`src/rtl/block_sync_ctrl.sv`:
```
// Supervisor for N_LANES block-sync FSMs: distributes configuration, gates per-lane
// signal_ok, detects all-lane lock and restarts the search on a lock timeout.
module block_sync_ctrl #(
   parameter int N_LANES        = 20,
   parameter int NB_WINDOW_CNT  = 11,
   parameter int NB_INVALID_CNT = 3,
   parameter int NB_TIMEOUT     = 16
) (
   input  logic                      i_clock,
   input  logic                      i_reset_n,
   input  logic                      i_enable,
   input  logic                      i_valid,
   input  logic                      i_signal_ok,
   input  logic                      i_start,
   input  logic [N_LANES-1:0]        i_block_lock,
   input  logic [NB_WINDOW_CNT-1:0]  i_unlocked_limit_cfg,
   input  logic [NB_WINDOW_CNT-1:0]  i_locked_limit_cfg,
   input  logic [NB_INVALID_CNT-1:0] i_invalid_limit_cfg,
   input  logic [NB_TIMEOUT-1:0]     i_lock_timeout,
   output logic [N_LANES-1:0]        o_lane_signal_ok,
   output logic [NB_WINDOW_CNT-1:0]  o_unlocked_timer_limit,
   output logic [NB_WINDOW_CNT-1:0]  o_locked_timer_limit,
   output logic [NB_INVALID_CNT-1:0] o_sh_invalid_limit,
   output logic                      o_all_lock,
   output logic [2:0]                o_state,
   output logic [7:0]                o_retry_count
);

   localparam logic [2:0] ST_IDLE    = 3'd0;
   localparam logic [2:0] ST_CONFIG  = 3'd1;
   localparam logic [2:0] ST_SEARCH  = 3'd2;
   localparam logic [2:0] ST_LOCKED  = 3'd3;
   localparam logic [2:0] ST_RESTART = 3'd4;

   logic [2:0]                state_q, state_d;
   logic [NB_TIMEOUT-1:0]     tmo_q, tmo_d;
   logic [1:0]                hold_q, hold_d;
   logic [N_LANES-1:0]        mask_q, mask_d;
   logic [N_LANES-1:0]        lane_ok_q, lane_ok_d;
   logic [NB_WINDOW_CNT-1:0]  unl_q, unl_d;
   logic [NB_WINDOW_CNT-1:0]  lck_q, lck_d;
   logic [NB_INVALID_CNT-1:0] inv_q, inv_d;
   logic                      all_lock_q, all_lock_d;
   logic [7:0]                retry_q, retry_d;
   logic                      all_locked_s;
   logic                      timeout_s;
   logic                      restart_req_s;

   assign all_locked_s  = &i_block_lock;
   assign timeout_s     = (i_lock_timeout != {NB_TIMEOUT{1'b0}}) && (tmo_q == i_lock_timeout);
   assign restart_req_s = i_signal_ok && i_start && (state_q != ST_IDLE);

   // Next-state selection: signal loss, then restart request, then per-state rules.
   always_comb begin
      state_d = state_q;
      if (!i_signal_ok) begin
         state_d = ST_IDLE;
      end else if (restart_req_s) begin
         state_d = ST_CONFIG;
      end else begin
         case (state_q)
            ST_IDLE: begin
               if (i_enable) state_d = ST_CONFIG;
               else          state_d = ST_IDLE;
            end
            ST_CONFIG: state_d = ST_SEARCH;
            ST_SEARCH: begin
               if (all_locked_s)   state_d = ST_LOCKED;
               else if (timeout_s) state_d = ST_RESTART;
               else                state_d = ST_SEARCH;
            end
            ST_LOCKED: begin
               if (!all_locked_s) state_d = ST_SEARCH;
               else               state_d = ST_LOCKED;
            end
            ST_RESTART: begin
               if (hold_q == 2'd3) state_d = ST_SEARCH;
               else                state_d = ST_RESTART;
            end
            default: state_d = ST_IDLE;
         endcase
      end
   end

   // Counters, lock mask, latched limits and output values, all keyed on the next state
   // so every output moves on the same edge as the transition that causes it.
   always_comb begin
      tmo_d   = tmo_q;
      hold_d  = 2'd0;
      mask_d  = mask_q;
      unl_d   = unl_q;
      lck_d   = lck_q;
      inv_d   = inv_q;
      retry_d = retry_q;

      // Timeout counter is only meaningful while staying in SEARCH; anything else restarts it.
      if ((state_d != ST_SEARCH) || (state_q != ST_SEARCH)) begin
         tmo_d = {NB_TIMEOUT{1'b0}};
      end else if (i_enable && i_valid) begin
         tmo_d = tmo_q + NB_TIMEOUT'(1);
      end else begin
         tmo_d = tmo_q;
      end

      if ((state_q == ST_RESTART) && (state_d == ST_RESTART)) begin
         hold_d = hold_q + 2'd1;
      end else begin
         hold_d = 2'd0;
      end

      if ((state_d == ST_RESTART) && (state_q != ST_RESTART)) begin
         mask_d = i_block_lock;
      end else begin
         mask_d = mask_q;
      end

      if ((state_q == ST_CONFIG) && (state_d == ST_SEARCH)) begin
         unl_d = i_unlocked_limit_cfg;
         lck_d = i_locked_limit_cfg;
         inv_d = i_invalid_limit_cfg;
      end else begin
         unl_d = unl_q;
         lck_d = lck_q;
         inv_d = inv_q;
      end

      if (restart_req_s) begin
         retry_d = 8'd0;
      end else if ((state_d == ST_RESTART) && (state_q != ST_RESTART) && (retry_q != 8'hFF)) begin
         retry_d = retry_q + 8'd1;
      end else begin
         retry_d = retry_q;
      end

      case (state_d)
         ST_SEARCH:  lane_ok_d = {N_LANES{1'b1}};
         ST_LOCKED:  lane_ok_d = {N_LANES{1'b1}};
         ST_RESTART: lane_ok_d = mask_d;
         default:    lane_ok_d = {N_LANES{1'b0}};
      endcase

      all_lock_d = (state_d == ST_LOCKED);
   end

   // State and output registers.
   always_ff @(posedge i_clock or negedge i_reset_n) begin
      if (!i_reset_n) begin
         state_q    <= ST_IDLE;
         tmo_q      <= {NB_TIMEOUT{1'b0}};
         hold_q     <= 2'd0;
         mask_q     <= {N_LANES{1'b0}};
         lane_ok_q  <= {N_LANES{1'b0}};
         unl_q      <= {NB_WINDOW_CNT{1'b0}};
         lck_q      <= {NB_WINDOW_CNT{1'b0}};
         inv_q      <= {NB_INVALID_CNT{1'b0}};
         all_lock_q <= 1'b0;
         retry_q    <= 8'd0;
      end else begin
         state_q    <= state_d;
         tmo_q      <= tmo_d;
         hold_q     <= hold_d;
         mask_q     <= mask_d;
         lane_ok_q  <= lane_ok_d;
         unl_q      <= unl_d;
         lck_q      <= lck_d;
         inv_q      <= inv_d;
         all_lock_q <= all_lock_d;
         retry_q    <= retry_d;
      end
   end

   assign o_state                = state_q;
   assign o_lane_signal_ok       = lane_ok_q;
   assign o_unlocked_timer_limit = unl_q;
   assign o_locked_timer_limit   = lck_q;
   assign o_sh_invalid_limit     = inv_q;
   assign o_all_lock             = all_lock_q;
   assign o_retry_count          = retry_q;

endmodule

```
`config.mk`:
```
export PLATFORM = sky130hd
export DESIGN_NAME = block_sync_ctrl
export DESIGN_NICKNAME = d
export VERILOG_FILES = /design/src/rtl/block_sync_ctrl.sv
export SDC_FILE = /design/constraint.sdc
export NUM_CORES = 1
export LEC_CHECK = 0
export CAP_MARGIN = 40
export CORE_MARGIN = 2
export CORE_UTILIZATION = 46
export DETAILED_ROUTE_END_ITERATION = 16
export PLACE_DENSITY_LB_ADDON = 0.15
export SLEW_MARGIN = 20
export SYNTH_ARGS = -nofsm -noshare
export SYNTH_HDL_FRONTEND = slang
export SYNTH_SLANG_ARGS = --single-unit
```
`constraint.sdc`:
```
create_clock -name i_clock -period 2.7 [get_ports i_clock]
set_input_delay 0.54 -clock i_clock [delete_from_list [all_inputs] [get_ports i_clock]]
set_output_delay 0.54 -clock i_clock [all_outputs]
set_load 0.05 [all_outputs]
```
==> report_table.html, run 1 <==
<table>
<tr><th>Metric</th><th>Value</th></tr>
<tr><th colspan="2">STA</th></tr>
<tr><td>Count of endpoints failing setup in the final report</td><td>0</td></tr>
<tr><td>RSZ-0062 raised after global routing</td><td>false</td></tr>
<tr><td>Hold Vio Cnt, Final</td><td>0</td></tr>
<tr><td>Worst hold margin</td><td>156 ps</td></tr>
<tr><td>Final worst path period share</td><td>about nine tenths</td></tr>
<tr><td>Tightest Pin Transition</td><td>554 ps</td></tr>
<tr><td>Fmax</td><td>421 MHz</td></tr>
<tr><td>Final setup margin</td><td>324 ps</td></tr>
<tr><td>Final worst path period need</td><td>~2400 ps</td></tr>
<tr><td>Remaining max-slew budget at the tightest pin</td><td>63.1%</td></tr>
<tr><td>Clock Skew</td><td>roughly 17 ps</td></tr>
<tr><td>Final number of max-transition violations</td><td>0</td></tr>
<tr><th colspan="2">GRT</th></tr>
<tr><td>Largest net degree at the start of global routing</td><td>44</td></tr>
<tr><td>Final global-route overflow total</td><td>0</td></tr>
<tr><td>Via count of the first global-routing pass</td><td>3109</td></tr>
<tr><td>Global routing's busiest layer</td><td>met2</td></tr>
<tr><td>GR Util met2</td><td>30.7%</td></tr>
<tr><td>Number of antenna violations at the first check in global routing</td><td>0</td></tr>
<tr><td>Overall fraction of global-route tracks in use</td><td>about a fifth</td></tr>
<tr><td>Met3 routing resource usage after global routing</td><td>roughly 2.6%</td></tr>
<tr><td>Met1 Resource Use GR</td><td>approximately 26%</td></tr>
<tr><td>Wire length of the first global-routing pass</td><td>around 15000 um</td></tr>
<tr><th colspan="2">Synth</th></tr>
<tr><td>#FFs+latches synth</td><td>95</td></tr>
<tr><td>Top cells by area, synth</td><td>sky130_fd_sc_hd__dfrtp_1, sky130_fd_sc_hd__mux2_2, sky130_fd_sc_hd__a221o_1</td></tr>
<tr><td>Ys Warns</td><td>0</td></tr>
<tr><td>Top cell type by total area after synthesis</td><td>sky130_fd_sc_hd__dfrtp_1</td></tr>
<tr><td>Post-synth net total</td><td>404</td></tr>
<tr><td>Post-synthesis average cell area</td><td>about 13 um^2</td></tr>
<tr><td>Area share of the largest cell type after synthesis</td><td>a little under three fifths</td></tr>
<tr><td>Post-synthesis cell area</td><td>around 4300 um^2</td></tr>
<tr><td>Synthesized netlist cell count</td><td>around 330</td></tr>
<tr><td>Part of the Yosys area used for sequential elements</td><td>55.3%</td></tr>
<tr><td>Distinct cells, synth</td><td>between 40 and 50</td></tr>
<tr><th colspan="2">Clock network</th></tr>
<tr><td>Clock Latency Late Sink</td><td>~370 ps</td></tr>
<tr><td>Clock net sink count</td><td>95</td></tr>
<tr><td>Clock root buffer</td><td>sky130_fd_sc_hd__clkbuf_8</td></tr>
<tr><td>Clock H-tree levels</td><td>3</td></tr>
<tr><td>Clock Pin Slew Worst Setup and Hold Paths</td><td>around 100 ps</td></tr>
<tr><td>Buffer levels on the longest clock path</td><td>2</td></tr>
<tr><td>Number of post-CTS setup repair buffers</td><td>0</td></tr>
<tr><td>TritonCTS clock tree</td><td>built</td></tr>
<tr><td>Number of cells upsized or downsized after cts</td><td>0</td></tr>
<tr><td>Number of buffers created by CTS</td><td>9</td></tr>
<tr><td>Hold-fix buffers, CTS</td><td>0</td></tr>
<tr><th colspan="2">Setup path</th></tr>
<tr><td>Endpoint required time on the critical path</td><td>around 3000 ps</td></tr>
<tr><td>Arrival time at the worst endpoint</td><td>around 2600 ps</td></tr>
<tr><td>Kind of launch point of the worst setup path</td><td>input port</td></tr>
<tr><td>Category of the critical setup timing path</td><td>in2reg</td></tr>
<tr><td>Largest fanout on the critical path</td><td>6</td></tr>
<tr><td>Crit path capture type</td><td>flip-flop</td></tr>
<tr><td>Path depth of the worst reg2reg path</td><td>7</td></tr>
<tr><th colspan="2">Place</th></tr>
<tr><td>Worst slack after detailed placement</td><td>-57.8 ps</td></tr>
<tr><td>DP HPWL</td><td>about 6800 um</td></tr>
<tr><td>Count of buffers inserted at the top-level ports</td><td>123</td></tr>
<tr><td>Total instance count after detailed placement</td><td>about 570</td></tr>
<tr><td>Routability congestion estimate from global placement</td><td>0.825</td></tr>
<tr><th colspan="2">Job</th></tr>
<tr><td>Max-cap viol count</td><td>0</td></tr>
<tr><th colspan="2">Route</th></tr>
<tr><td>Via density</td><td>approximately 5.4</td></tr>
<tr><td>Wirelength per Cell</td><td>16.0 um</td></tr>
<tr><td>Detailed-route wire length</td><td>9330 um</td></tr>
<tr><td>Residual DRC</td><td>0</td></tr>
<tr><td>Total number of vias</td><td>3147</td></tr>
<tr><td>DR iter-0 viols</td><td>106</td></tr>
<tr><td>DRT antenna net count</td><td>0</td></tr>
<tr><td>Router iterations before antenna repair</td><td>4</td></tr>
<tr><th colspan="2">Floorplanning</th></tr>
<tr><td>Core area</td><td>between 9000 and 10000 um^2</td></tr>
<tr><td>Vertical extent of the die</td><td>between 100 and 150 um</td></tr>
<tr><td>Die ar.</td><td>just over 10000 um^2</td></tr>
<tr><td>Initial Utilization</td><td>between 40% and 50%</td></tr>
<tr><td>Count of boundary I/O pins</td><td>124</td></tr>
<tr><td>Rows</td><td>35</td></tr>
<tr><td>Chip width</td><td>approximately 100 um</td></tr>
<tr><th colspan="2">Pwr</th></tr>
<tr><td>Total power per unit cell area</td><td>roughly 600 nW/um^2</td></tr>
<tr><td>Post-layout total power</td><td>3580 uW</td></tr>
<tr><td>Leakage</td><td>around 0.0027 uW</td></tr>
<tr><td>Peak VDD IR</td><td>0.000246 V</td></tr>
<tr><th colspan="2">Finish</th></tr>
<tr><td>Layout cells sized above 1</td><td>around 18%</td></tr>
<tr><td>Count of fill cells added during filler insertion</td><td>735</td></tr>
<tr><td>Synthesis-to-finish area growth</td><td>37.8%</td></tr>
<tr><td>Nets@finish</td><td>approximately 540</td></tr>
<tr><td>Post-layout instance count excluding filler cells</td><td>roughly 600</td></tr>
<tr><td>Post-Route Utilization</td><td>approximately two thirds</td></tr>
<tr><td>Antenna diode count</td><td>0</td></tr>
<tr><th colspan="2">Run status</th></tr>
<tr><td>Run status</td><td>finished, final reports clean</td></tr>
<tr><th colspan="2">Hold path</th></tr>
<tr><td>Hold Path Class</td><td>in2async</td></tr>
</table>
## per-layer routing
layer,share of wire (%),wire length [um]
met1,45,4250
met2,49,4530
met3,4.9,453
met4,1.1,106
met5,0,0
## synth_stat cells
cell type                  instances
sky130_fd_sc_hd__xnor2_1           9
sky130_fd_sc_hd__inv_2             1
sky130_fd_sc_hd__o22a_1            1
sky130_fd_sc_hd__nor4_1            4
sky130_fd_sc_hd__buf_2             3
sky130_fd_sc_hd__a311oi_1          1
sky130_fd_sc_hd__and2_1            4
sky130_fd_sc_hd__nand2_1          13
sky130_fd_sc_hd__nand3b_1          1
sky130_fd_sc_hd__nand4_4           1
sky130_fd_sc_hd__o21ai_0           1
sky130_fd_sc_hd__nor4_2            2
sky130_fd_sc_hd__and3_1           10
sky130_fd_sc_hd__nor2_4            1
sky130_fd_sc_hd__mux2i_1           7
sky130_fd_sc_hd__mux2_2           44
sky130_fd_sc_hd__a21oi_1           3
sky130_fd_sc_hd__xor2_1           22
sky130_fd_sc_hd__o21a_1            1
sky130_fd_sc_hd__dfrtp_1          95
sky130_fd_sc_hd__ha_1              3
sky130_fd_sc_hd__a31oi_1           1
sky130_fd_sc_hd__a21o_1            3
sky130_fd_sc_hd__buf_6             3
sky130_fd_sc_hd__or3_1             2
sky130_fd_sc_hd__a221o_1          20
sky130_fd_sc_hd__inv_1             4
sky130_fd_sc_hd__nand2b_1          6
sky130_fd_sc_hd__or2_2             2
sky130_fd_sc_hd__clkbuf_1          6
sky130_fd_sc_hd__mux2_1            1
sky130_fd_sc_hd__nor2_1            7
sky130_fd_sc_hd__buf_4             2
sky130_fd_sc_hd__and4_1            2
sky130_fd_sc_hd__nor4_4            3
sky130_fd_sc_hd__nand3_1           9
sky130_fd_sc_hd__nor2b_1           6
sky130_fd_sc_hd__and4b_1           1
sky130_fd_sc_hd__nor3_2            1
sky130_fd_sc_hd__a211o_1           1
sky130_fd_sc_hd__nand4_1           9
sky130_fd_sc_hd__nor3_1           18
## metrics by stage
step	setup TNS, ps	instance area [um^2]
final	0	5920
after detailed placement	-789	5730
after global routing	0	5920
after floorplan	0	4300
after CTS	0	5920
after global placement	-210	5730
## state kept, by name (all words and copies together), names as in the netlist
register                count
o_unlocked_timer_limit     11
o_locked_timer_limit       11
tmo_q                      16
o_retry_count               8
o_state                     3
o_all_lock                  1
o_lane_signal_ok           20
mask_q                     20
hold_q                      2
o_sh_invalid_limit          3
## worst max-delay path, stage by stage
cell	delay, ps
sky130_fd_sc_hd__clkdlybuf4s50_1	450
sky130_fd_sc_hd__xor2_1	190
sky130_fd_sc_hd__nor4_2	360
sky130_fd_sc_hd__nand4_4	190
sky130_fd_sc_hd__buf_4	190
sky130_fd_sc_hd__nor4_4	370
sky130_fd_sc_hd__a21oi_1	120
sky130_fd_sc_hd__a311oi_1	220
## layout make-up
class,count,area (um^2),share of cell area (%)
flip-flops and latches,95,2380,40.1
multi-input cells,220,1820,30.7
repair buffers,137,1370,23.2
well taps,111,139,2.35
clock buffers,10,138,2.32
clock inverters,6,57.6,0.972
inverters,5,18.8,0.317
## logic make-up (layout without fill, tap and decap cells)
logic type,Yosys count,count (layout),synth area share [%]
simple gates,102,102,15.0
flops,95,95,55.3
compound gates,32,32,6.58
fa+ha+maj,3,3,0.874
mux,52,52,13.4
buf+inv,19,158,2.45
xor+xnor,31,31,6.32
## worst paths after layout
kind                                        start                     to  slack (ps)
worst min register to register          hold_q[0]              hold_q[0]         460
max in group asynchronous               i_reset_n             mask_q[17]        1960
worst max register to register           tmo_q[0]       o_retry_count[6]         530
min in group i_clock                    hold_q[0]              hold_q[0]         460
worst max-delay path            i_lock_timeout[0]       o_retry_count[6]         320
worst min-delay path                    i_reset_n  o_sh_invalid_limit[2]         160
## report_power, final
group          switching [uW]  internal [uW]
clock                     547            385
combinational             632            409
sequential               57.4           1550
total                    1240           2340
## cells in the final DEF (no fill, tap or decap), types with 3 or more instances in the layout
master	instances
sky130_fd_sc_hd__clkdlybuf4s50_1	122
sky130_fd_sc_hd__dfrtp_1	95
sky130_fd_sc_hd__mux2_2	44
sky130_fd_sc_hd__xor2_1	22
sky130_fd_sc_hd__a221o_1	20
sky130_fd_sc_hd__nor3_1	18
sky130_fd_sc_hd__nand2_1	13
sky130_fd_sc_hd__buf_4	12
sky130_fd_sc_hd__and3_1	10
sky130_fd_sc_hd__clkbuf_8	10
sky130_fd_sc_hd__nand4_1	9
sky130_fd_sc_hd__nand3_1	9
sky130_fd_sc_hd__xnor2_1	9
sky130_fd_sc_hd__nor2_1	7
sky130_fd_sc_hd__mux2i_1	7
sky130_fd_sc_hd__nand2b_1	6
sky130_fd_sc_hd__nor2b_1	6
sky130_fd_sc_hd__and2_1	4
sky130_fd_sc_hd__nor4_1	4
sky130_fd_sc_hd__inv_1	4
sky130_fd_sc_hd__nor4_4	3
sky130_fd_sc_hd__a21o_1	3
sky130_fd_sc_hd__a21oi_1	3
sky130_fd_sc_hd__ha_1	3
sky130_fd_sc_hd__inv_6	3
sky130_fd_sc_hd__buf_12	3
Note: power is estimated with default switching activity, not from simulation.
==> run 2, diff against run 1 <==
--- a/config.mk
+++ b/config.mk
@@ -9,6 +9,7 @@
 export CORE_MARGIN = 2
 export CORE_UTILIZATION = 46
 export DETAILED_ROUTE_END_ITERATION = 16
+export DONT_BUFFER_PORTS = 1
 export PLACE_DENSITY_LB_ADDON = 0.15
 export SLEW_MARGIN = 20
 export SYNTH_ARGS = -nofsm -noshare
==> report_table.html, run 2 (synthesis results as in run 1) <==
<table>
<tr><th>Metric</th><th>Value</th></tr>
<tr><th colspan="2">Run status</th></tr>
<tr><td>Run status</td><td>complete, but fails checks</td></tr>
<tr><td>Violations in the final reports</td><td>hold timing</td></tr>
<tr><th colspan="2">Pwr</th></tr>
<tr><td>Sequential power share</td><td>64.6% (+20 points)</td></tr>
<tr><td>Leakage</td><td>0.00218 uW (-18%)</td></tr>
<tr><td>Switching power</td><td>1150 uW (-7.0%)</td></tr>
<tr><td>Combinational cell fraction of total power</td><td>6.2% (-23 points)</td></tr>
<tr><td>Sw Ratio</td><td>36.1% (+1.5 points)</td></tr>
<tr><td>Proportion of power drawn by the clock network</td><td>29.2% (+3.1 points)</td></tr>
<tr><td>Total power per unit cell area</td><td>682 nW/um^2 (+13%)</td></tr>
<tr><td>Peak VDD IR</td><td>0.000220 V (-11%)</td></tr>
<tr><td>Total internal power</td><td>2040 uW (-13%)</td></tr>
<tr><th colspan="2">Finish</th></tr>
<tr><td>Post-Route Utilization</td><td>51.1% (-14 points)</td></tr>
<tr><td>Layout cells sized above 1</td><td>24.3% (+6.1 points)</td></tr>
<tr><td>Nets@finish</td><td>415 (-23%)</td></tr>
<tr><td>Synthesis-to-finish area growth</td><td>8.85%</td></tr>
<tr><td>Antenna diode count</td><td>0 (unchanged)</td></tr>
<tr><td>Top library cells by usage in the layout, fill and taps aside</td><td>sky130_fd_sc_hd__dfrtp_1, sky130_fd_sc_hd__mux2_2, sky130_fd_sc_hd__xor2_1, sky130_fd_sc_hd__a221o_1, sky130_fd_sc_hd__nor3_1</td></tr>
<tr><td>Commonest non-fill, non-tap cell in the layout</td><td>sky130_fd_sc_hd__dfrtp_1</td></tr>
<tr><th colspan="2">Setup path</th></tr>
<tr><td>Maximum cell stage delay along the critical path</td><td>440 ps (about the same)</td></tr>
<tr><td>Critical-path cell list</td><td>xor2_1 &gt; nor4_2 &gt; nand4_4 &gt; nor3_4 &gt; buf_12 &gt; mux2_2</td></tr>
<tr><td>Crit path capture type</td><td>flip-flop</td></tr>
<tr><td>Worst path buffer plus inverter count</td><td>1 (-1)</td></tr>
<tr><td>Kind of launch point of the worst setup path</td><td>flip-flop</td></tr>
<tr><td>Largest fanout on the critical path</td><td>41 (+35)</td></tr>
<tr><td>Endpoint required time on the critical path</td><td>2950 ps (about the same)</td></tr>
<tr><td>Arrival time at the worst endpoint</td><td>2440 ps (-190 ps)</td></tr>
<tr><td>Category of the critical setup timing path</td><td>reg2reg</td></tr>
<tr><td>Cell type of the slowest stage on the worst timing path</td><td>sky130_fd_sc_hd__dfrtp_1</td></tr>
<tr><td>Top cell family by delay on the critical path</td><td>simple AND/OR/NAND/NOR gates</td></tr>
<tr><th colspan="2">Place</th></tr>
<tr><td>Routability congestion estimate from global placement</td><td>0.771 (-6.5%)</td></tr>
<tr><td>DP HPWL</td><td>6100 um (-9.8%)</td></tr>
<tr><td>Worst slack after detailed placement</td><td>390 ps (+447 ps)</td></tr>
<tr><td>Count of buffers inserted at the top-level ports</td><td>0 (-100%)</td></tr>
<tr><th colspan="2">Route</th></tr>
<tr><td>DRT antenna net count</td><td>0 (unchanged)</td></tr>
<tr><td>DR iter-0 viols</td><td>86 (-19%)</td></tr>
<tr><td>Via density</td><td>5.75 (+6.8%)</td></tr>
<tr><td>Detailed-route wire length</td><td>8670 um (-7.1%)</td></tr>
<tr><td>Residual DRC</td><td>0 (unchanged)</td></tr>
<tr><td>Router iterations before antenna repair</td><td>4 (unchanged)</td></tr>
<tr><td>Total number of vias</td><td>2653 (-16%)</td></tr>
<tr><td>Wirelength per Cell</td><td>18.8 um (+18%)</td></tr>
<tr><th colspan="2">Clock network</th></tr>
<tr><td>Clock net sink count</td><td>95 (unchanged)</td></tr>
<tr><td>Buffer levels on the longest clock path</td><td>2 (unchanged)</td></tr>
<tr><td>TritonCTS clock tree</td><td>built</td></tr>
<tr><td>Clock root buffer</td><td>sky130_fd_sc_hd__clkbuf_8</td></tr>
<tr><td>Number of buffers created by CTS</td><td>9 (unchanged)</td></tr>
<tr><td>Number of cells upsized or downsized after cts</td><td>0 (unchanged)</td></tr>
<tr><td>Clock Pin Slew Worst Setup and Hold Paths</td><td>100 ps (about the same)</td></tr>
<tr><td>Clock Latency Late Sink</td><td>360 ps (about the same)</td></tr>
<tr><td>Clock H-tree levels</td><td>3 (unchanged)</td></tr>
<tr><td>Number of post-CTS setup repair buffers</td><td>0 (unchanged)</td></tr>
<tr><th colspan="2">STA</th></tr>
<tr><td>Summed negative setup slack over all endpoints</td><td>0 ps (unchanged)</td></tr>
<tr><td>Tightest Pin Transition</td><td>591 ps (+37.5 ps)</td></tr>
<tr><td>RSZ-0062 raised after global routing</td><td>false</td></tr>
<tr><td>Final worst path period share</td><td>81.1% (-6.9 points)</td></tr>
<tr><td>Fmax</td><td>457 MHz (+8.5%)</td></tr>
<tr><td>Final setup margin</td><td>510 ps (+186 ps)</td></tr>
<tr><td>Clock Skew</td><td>18.5 ps (+1.59 ps)</td></tr>
<tr><td>Hold Vio Cnt, Final</td><td>95 (+95)</td></tr>
<tr><td>Count of endpoints failing setup in the final report</td><td>0 (unchanged)</td></tr>
<tr><td>Worst hold margin</td><td>-133 ps (-290 ps)</td></tr>
<tr><td>Final worst path period need</td><td>2190 ps (-186 ps)</td></tr>
<tr><td>Final number of max-transition violations</td><td>0 (unchanged)</td></tr>
<tr><td>Remaining max-slew budget at the tightest pin</td><td>60.6% (-2.5 points)</td></tr>
<tr><th colspan="2">GRT</th></tr>
<tr><td>Final global-route overflow total</td><td>0 (unchanged)</td></tr>
<tr><td>Wire length of the first global-routing pass</td><td>13900 um (-7.7%)</td></tr>
<tr><td>Largest net degree at the start of global routing</td><td>96 (+120%)</td></tr>
<tr><td>Overall fraction of global-route tracks in use</td><td>17.6% (-1.3 points)</td></tr>
<tr><td>Via count of the first global-routing pass</td><td>2680 (-14%)</td></tr>
<tr><td>Number of antenna violations at the first check in global routing</td><td>0 (unchanged)</td></tr>
<tr><th colspan="2">Floorplanning</th></tr>
<tr><td>Chip width</td><td>101 um (unchanged)</td></tr>
<tr><td>Count of boundary I/O pins</td><td>124 (unchanged)</td></tr>
<tr><td>Die ar.</td><td>10100 um^2 (unchanged)</td></tr>
<tr><td>Core area</td><td>9150 um^2 (unchanged)</td></tr>
<tr><td>Initial Utilization</td><td>46.9% (unchanged)</td></tr>
<tr><td>Rows</td><td>35 (unchanged)</td></tr>
<tr><td>Vertical extent of the die</td><td>101 um (unchanged)</td></tr>
<tr><th colspan="2">Hold path</th></tr>
<tr><td>Hold Path Class</td><td>in2async</td></tr>
<tr><th colspan="2">Job</th></tr>
<tr><td>Max-cap viol count</td><td>0 (unchanged)</td></tr>
</table>
[run 2: cell types whose count changed in the layout (fill, tap and decap cells not counted), sizes merged]
cell           change
buf                -1
inv                -2
clkinv             +2
clkdlybuf4s50    -122
[run 2: final timing paths]
kind | cells past startpoint | slack [ps] | from | to
worst min register to register | 1 | 440 | hold_q[0] | hold_q[0]
worst min-delay path | 0 | -130 | i_reset_n | o_retry_count[0]
worst max-delay path | 6 | 510 | tmo_q[0] | mask_q[8]
max in group asynchronous | 0 | 2660 | i_reset_n | tmo_q[5]
min in group i_clock | 1 | 310 | i_block_lock[6] | mask_q[6]
worst max register to register | 6 | 510 | tmo_q[0] | mask_q[8]
[run 2: through the flow]
| step | power [uW] | cells | instance area, um^2 |
|---|---|---|---|
| floorplan | 2240 | 334 | 4300 |
| global placement | 2280 | 444 | 4470 |
| detailed placement | 2290 | 444 | 4470 |
| CTS | 3240 | 460 | 4670 |
| global route | 3330 | 461 | 4680 |
| finish | 3190 | 461 | 4680 |
[run 2: layout make-up]
class | instances | area [um^2]
multi-input cells | 220 | 1820
fillers | 825 | 4480
inverters | 5 | 18.8
well taps | 111 | 139
repair buffers | 14 | 121
flip-flops and latches | 95 | 2380
clock inverters | 6 | 62.6
clock buffers | 10 | 138
[run 2: power by group through the flow]
stage | logic (uW) | registers (uW) | clock network [uW]
floorplan | 160 | 2080 | 0
global placement | 195 | 2090 | 0
detailed placement | 202 | 2090 | 0
CTS | 202 | 2060 | 971
global route | 217 | 2080 | 1030
finish | 198 | 2060 | 930
[run 2: worst register-to-register path, stage by stage, from the launching register on]
cell                      delay (ps)
sky130_fd_sc_hd__dfrtp_1         440
sky130_fd_sc_hd__xor2_1          170
sky130_fd_sc_hd__nor4_2          380
sky130_fd_sc_hd__nand4_4         210
sky130_fd_sc_hd__nor3_4          270
sky130_fd_sc_hd__buf_12          240
sky130_fd_sc_hd__mux2_2          370
[run 2: metal layers]
metal / GRT usage, % / vias to the layer above / share of wire, %
met2: 27.6 / 87 / 49
met3: 4.30 / 11 / 6.4
met1: 24.0 / 1316 / 44
li1: - / 1239 / -
met4: 6.01 / 0 / 1.4
met5: 0 / - / 0
==> run 3, diff against run 2 <==
==> constraint.sdc (replaced) <==
create_clock -name i_clock -period 2.2 [get_ports i_clock]
set_input_delay 0.44 -clock i_clock [delete_from_list [all_inputs] [get_ports i_clock]]
set_output_delay 0.44 -clock i_clock [all_outputs]
set_load 0.05 [all_outputs]
==> report_table.html, run 3 (synthesis results as in run 1) <==
<table>
<tr><th>Metric</th><th>Value</th></tr>
<tr><th colspan="2">Run status</th></tr>
<tr><td>Run status</td><td>complete, but fails checks</td></tr>
<tr><td>Violations in the final reports</td><td>hold timing</td></tr>
<tr><th colspan="2">Setup path</th></tr>
<tr><td>Kind of launch point of the worst setup path</td><td>flip-flop</td></tr>
<tr><td>Crit path capture type</td><td>flip-flop</td></tr>
<tr><td>Capture point of the worst reg-to-reg path</td><td>o_lane_signal_ok[19]</td></tr>
<tr><td>Largest fanout on the critical path</td><td>8 (-80%)</td></tr>
<tr><td>Register-to-register setup slack</td><td>110 ps (-400 ps)</td></tr>
<tr><td>Reg2Reg Launch Point</td><td>tmo_q[10]</td></tr>
<tr><td>Endpoint required time on the critical path</td><td>2430 ps (-520 ps)</td></tr>
<tr><td>Arrival time at the worst endpoint</td><td>2320 ps (-120 ps)</td></tr>
<tr><td>Path depth of the worst reg2reg path</td><td>8 (+2)</td></tr>
<tr><td>Category of the critical setup timing path</td><td>reg2reg</td></tr>
<tr><th colspan="2">Floorplanning</th></tr>
<tr><td>Count of boundary I/O pins</td><td>124 (unchanged)</td></tr>
<tr><td>Chip width</td><td>101 um (unchanged)</td></tr>
<tr><td>Vertical extent of the die</td><td>101 um (unchanged)</td></tr>
<tr><td>Core area</td><td>9150 um^2 (unchanged)</td></tr>
<tr><td>Rows</td><td>35 (unchanged)</td></tr>
<tr><td>Die ar.</td><td>10100 um^2 (unchanged)</td></tr>
<tr><td>Initial Utilization</td><td>46.9% (unchanged)</td></tr>
<tr><th colspan="2">Place</th></tr>
<tr><td>Count of buffers inserted at the top-level ports</td><td>0 (unchanged)</td></tr>
<tr><td>Total instance count after detailed placement</td><td>458 (+3.2%)</td></tr>
<tr><td>Worst slack after detailed placement</td><td>5.66 ps (-384 ps)</td></tr>
<tr><td>Routability congestion estimate from global placement</td><td>0.833 (+8.0%)</td></tr>
<tr><td>DP HPWL</td><td>6310 um (+3.5%)</td></tr>
<tr><th colspan="2">Route</th></tr>
<tr><td>Router iterations before antenna repair</td><td>4 (unchanged)</td></tr>
<tr><td>DR iter-0 viols</td><td>76 (-12%)</td></tr>
<tr><td>Total number of vias</td><td>2761 (+4.1%)</td></tr>
<tr><td>DRT antenna net count</td><td>0 (unchanged)</td></tr>
<tr><td>Residual DRC</td><td>0 (unchanged)</td></tr>
<tr><td>Detailed-route wire length</td><td>9020 um (+4.1%)</td></tr>
<tr><td>Via density</td><td>5.76 (+0.16%)</td></tr>
<tr><td>Wirelength per Cell</td><td>18.8 um (+0.21%)</td></tr>
<tr><th colspan="2">Clock network</th></tr>
<tr><td>Number of buffers created by CTS</td><td>9 (unchanged)</td></tr>
<tr><td>Clock net sink count</td><td>95 (unchanged)</td></tr>
<tr><td>TritonCTS clock tree</td><td>built</td></tr>
<tr><td>Clock H-tree levels</td><td>3 (unchanged)</td></tr>
<tr><td>Clock Latency Late Sink</td><td>360 ps (about the same)</td></tr>
<tr><td>Clock Pin Slew Worst Setup and Hold Paths</td><td>100 ps (about the same)</td></tr>
<tr><td>Clock root buffer</td><td>sky130_fd_sc_hd__clkbuf_8</td></tr>
<tr><td>Buffer levels on the longest clock path</td><td>2 (unchanged)</td></tr>
<tr><th colspan="2">Finish</th></tr>
<tr><td>Commonest non-fill, non-tap cell in the layout</td><td>sky130_fd_sc_hd__dfrtp_1</td></tr>
<tr><td>Nets@finish</td><td>433 (+4.3%)</td></tr>
<tr><td>Synthesis-to-finish area growth</td><td>13.8%</td></tr>
<tr><td>Post-layout instance count excluding filler cells</td><td>479 (+3.9%)</td></tr>
<tr><td>Antenna diode count</td><td>0 (unchanged)</td></tr>
<tr><td>Layout cells sized above 1</td><td>28.5% (+4.2 points)</td></tr>
<tr><td>Top library cells by usage in the layout, fill and taps aside</td><td>sky130_fd_sc_hd__dfrtp_1, sky130_fd_sc_hd__mux2_2, sky130_fd_sc_hd__buf_4, sky130_fd_sc_hd__xor2_1, sky130_fd_sc_hd__a221o_1</td></tr>
<tr><th colspan="2">Pwr</th></tr>
<tr><td>Total power per unit cell area</td><td>820 nW/um^2 (+20%)</td></tr>
<tr><td>Leakage</td><td>0.00230 uW (+5.4%)</td></tr>
<tr><td>Switching power</td><td>1410 uW (+23%)</td></tr>
<tr><td>Proportion of power drawn by the clock network</td><td>30.5% (+1.3 points)</td></tr>
<tr><td>Sequential power share</td><td>63.1% (-1.5 points)</td></tr>
<tr><td>Total internal power</td><td>2600 uW (+27%)</td></tr>
<tr><td>Sw Ratio</td><td>35.2% (-0.86 points)</td></tr>
<tr><td>Combinational cell fraction of total power</td><td>6.4% (+0.2 points)</td></tr>
<tr><td>Peak VDD IR</td><td>0.000351 V (+60%)</td></tr>
<tr><th colspan="2">GRT</th></tr>
<tr><td>Largest net degree at the start of global routing</td><td>96 (unchanged)</td></tr>
<tr><td>Final global-route overflow total</td><td>0 (unchanged)</td></tr>
<tr><td>Number of antenna violations at the first check in global routing</td><td>0 (unchanged)</td></tr>
<tr><td>Overall fraction of global-route tracks in use</td><td>17.7% (+0.12 points)</td></tr>
<tr><td>Wire length of the first global-routing pass</td><td>14000 um (+0.84%)</td></tr>
<tr><td>Via count of the first global-routing pass</td><td>2820 (+5.2%)</td></tr>
<tr><th colspan="2">STA</th></tr>
<tr><td>Remaining max-slew budget at the tightest pin</td><td>62.3% (+1.7 points)</td></tr>
<tr><td>Final worst path period share</td><td>94.9% (+14 points)</td></tr>
<tr><td>Final number of max-transition violations</td><td>0 (unchanged)</td></tr>
<tr><td>RSZ-0062 raised after global routing</td><td>true</td></tr>
<tr><td>Tightest Pin Transition</td><td>566 ps (-25.5 ps)</td></tr>
<tr><td>Final setup margin</td><td>112 ps (-398 ps)</td></tr>
<tr><td>Count of endpoints failing setup in the final report</td><td>0 (unchanged)</td></tr>
<tr><td>Final worst path period need</td><td>2090 ps (-102 ps)</td></tr>
<tr><td>Fmax</td><td>479 MHz (+4.9%)</td></tr>
<tr><td>Worst hold margin</td><td>-237 ps (-104 ps)</td></tr>
<tr><td>Hold Vio Cnt, Final</td><td>95 (unchanged)</td></tr>
<tr><td>Clock Skew</td><td>13.5 ps (-5.06 ps)</td></tr>
<tr><th colspan="2">Job</th></tr>
<tr><td>Max-cap viol count</td><td>0 (unchanged)</td></tr>
<tr><th colspan="2">Hold path</th></tr>
<tr><td>Hold Path Class</td><td>in2async</td></tr>
</table>
==> run 3: repair_timing <==
item / in CTS / in global routing
gates cloned: 0 / 2
resized for setup: 1 / 2
endpoints found under the setup margin: 1 / 42
pin swaps: 1 / 5
hold endpoints to repair: 95 / 95
setup buffers: 0 / 3
==> run 3: through the flow <==
step | util (%) | power [uW] | hold WS (ps) | TNS (ps) | cell area [um^2]
2_1_floorplan | - | 2750 | 144 | 0 | 4300
3_3_place_gp | 50.2 | 2810 | 146 | 0 | 4600
3_5_place_dp | 50.2 | 2820 | 146 | 0 | 4600
4_1_cts | 52.6 | 4060 | -262 | 0 | 4810
5_1_grt | 53.4 | 4170 | -272 | -30.3 | 4890
6_report | 53.4 | 4010 | -237 | 0 | 4890
==> run 3: area by class of cell <==
type	instances	area (um^2)
multi-input cells	220	1820
inverters	5	21.3
flip-flops and latches	95	2380
clock inverters	7	91.3
fillers	776	4260
clock buffers	9	124
well taps	111	139
repair buffers	32	313
==> run 3: how the worst max path moves through the flow <==
| stage | from | endpoint | slack, ps | cells after the start |
|---|---|---|---|---|
| finish | tmo_q[10] | o_lane_signal_ok[19] | 110 | 8 |
| global route | tmo_q[10] | o_retry_count[6] | -30 | 7 |
| CTS | tmo_q[8] | o_lane_signal_ok[19] | 0.2 | 8 |
| detailed placement | i_lock_timeout[10] | o_lane_signal_ok[19] | 6 | 8 |
| global placement | i_lock_timeout[3] | o_lane_signal_ok[7] | 10 | 7 |
| floorplan | o_state[2] | mask_q[0] | 60 | 5 |
==> run 3: routing by layer <==
| metal | up-vias | GRT usage [%] | part of all wire [%] |
|---|---|---|---|
| met3 | 7 | 4.02 | 6.9 |
| li1 | 1278 | - | - |
| met1 | 1384 | 22.9 | 42 |
| met2 | 92 | 29.4 | 50 |
| met4 | 0 | 6.32 | 1.1 |
| met5 | - | 0 | 0 |
==> run 3: power groups by stage <==
stage	registers, uW	clock network, uW	logic (uW)
2_1_floorplan	2550	0	196
3_3_place_gp	2560	0	249
3_5_place_dp	2570	0	254
4_1_cts	2530	1280	255
5_1_grt	2550	1340	278
6_report	2530	1220	256
==> run 3: worst max-delay path, cell delays in order (launching register included) <==
cell and delay, ps:
sky130_fd_sc_hd__dfrtp_1 420, sky130_fd_sc_hd__xor2_1 160, sky130_fd_sc_hd__nor4_2 400, sky130_fd_sc_hd__nand4_4 180
sky130_fd_sc_hd__nor2_4 130, sky130_fd_sc_hd__o22a_2 190, sky130_fd_sc_hd__inv_4 70, sky130_fd_sc_hd__buf_12 130
sky130_fd_sc_hd__a221o_1 280
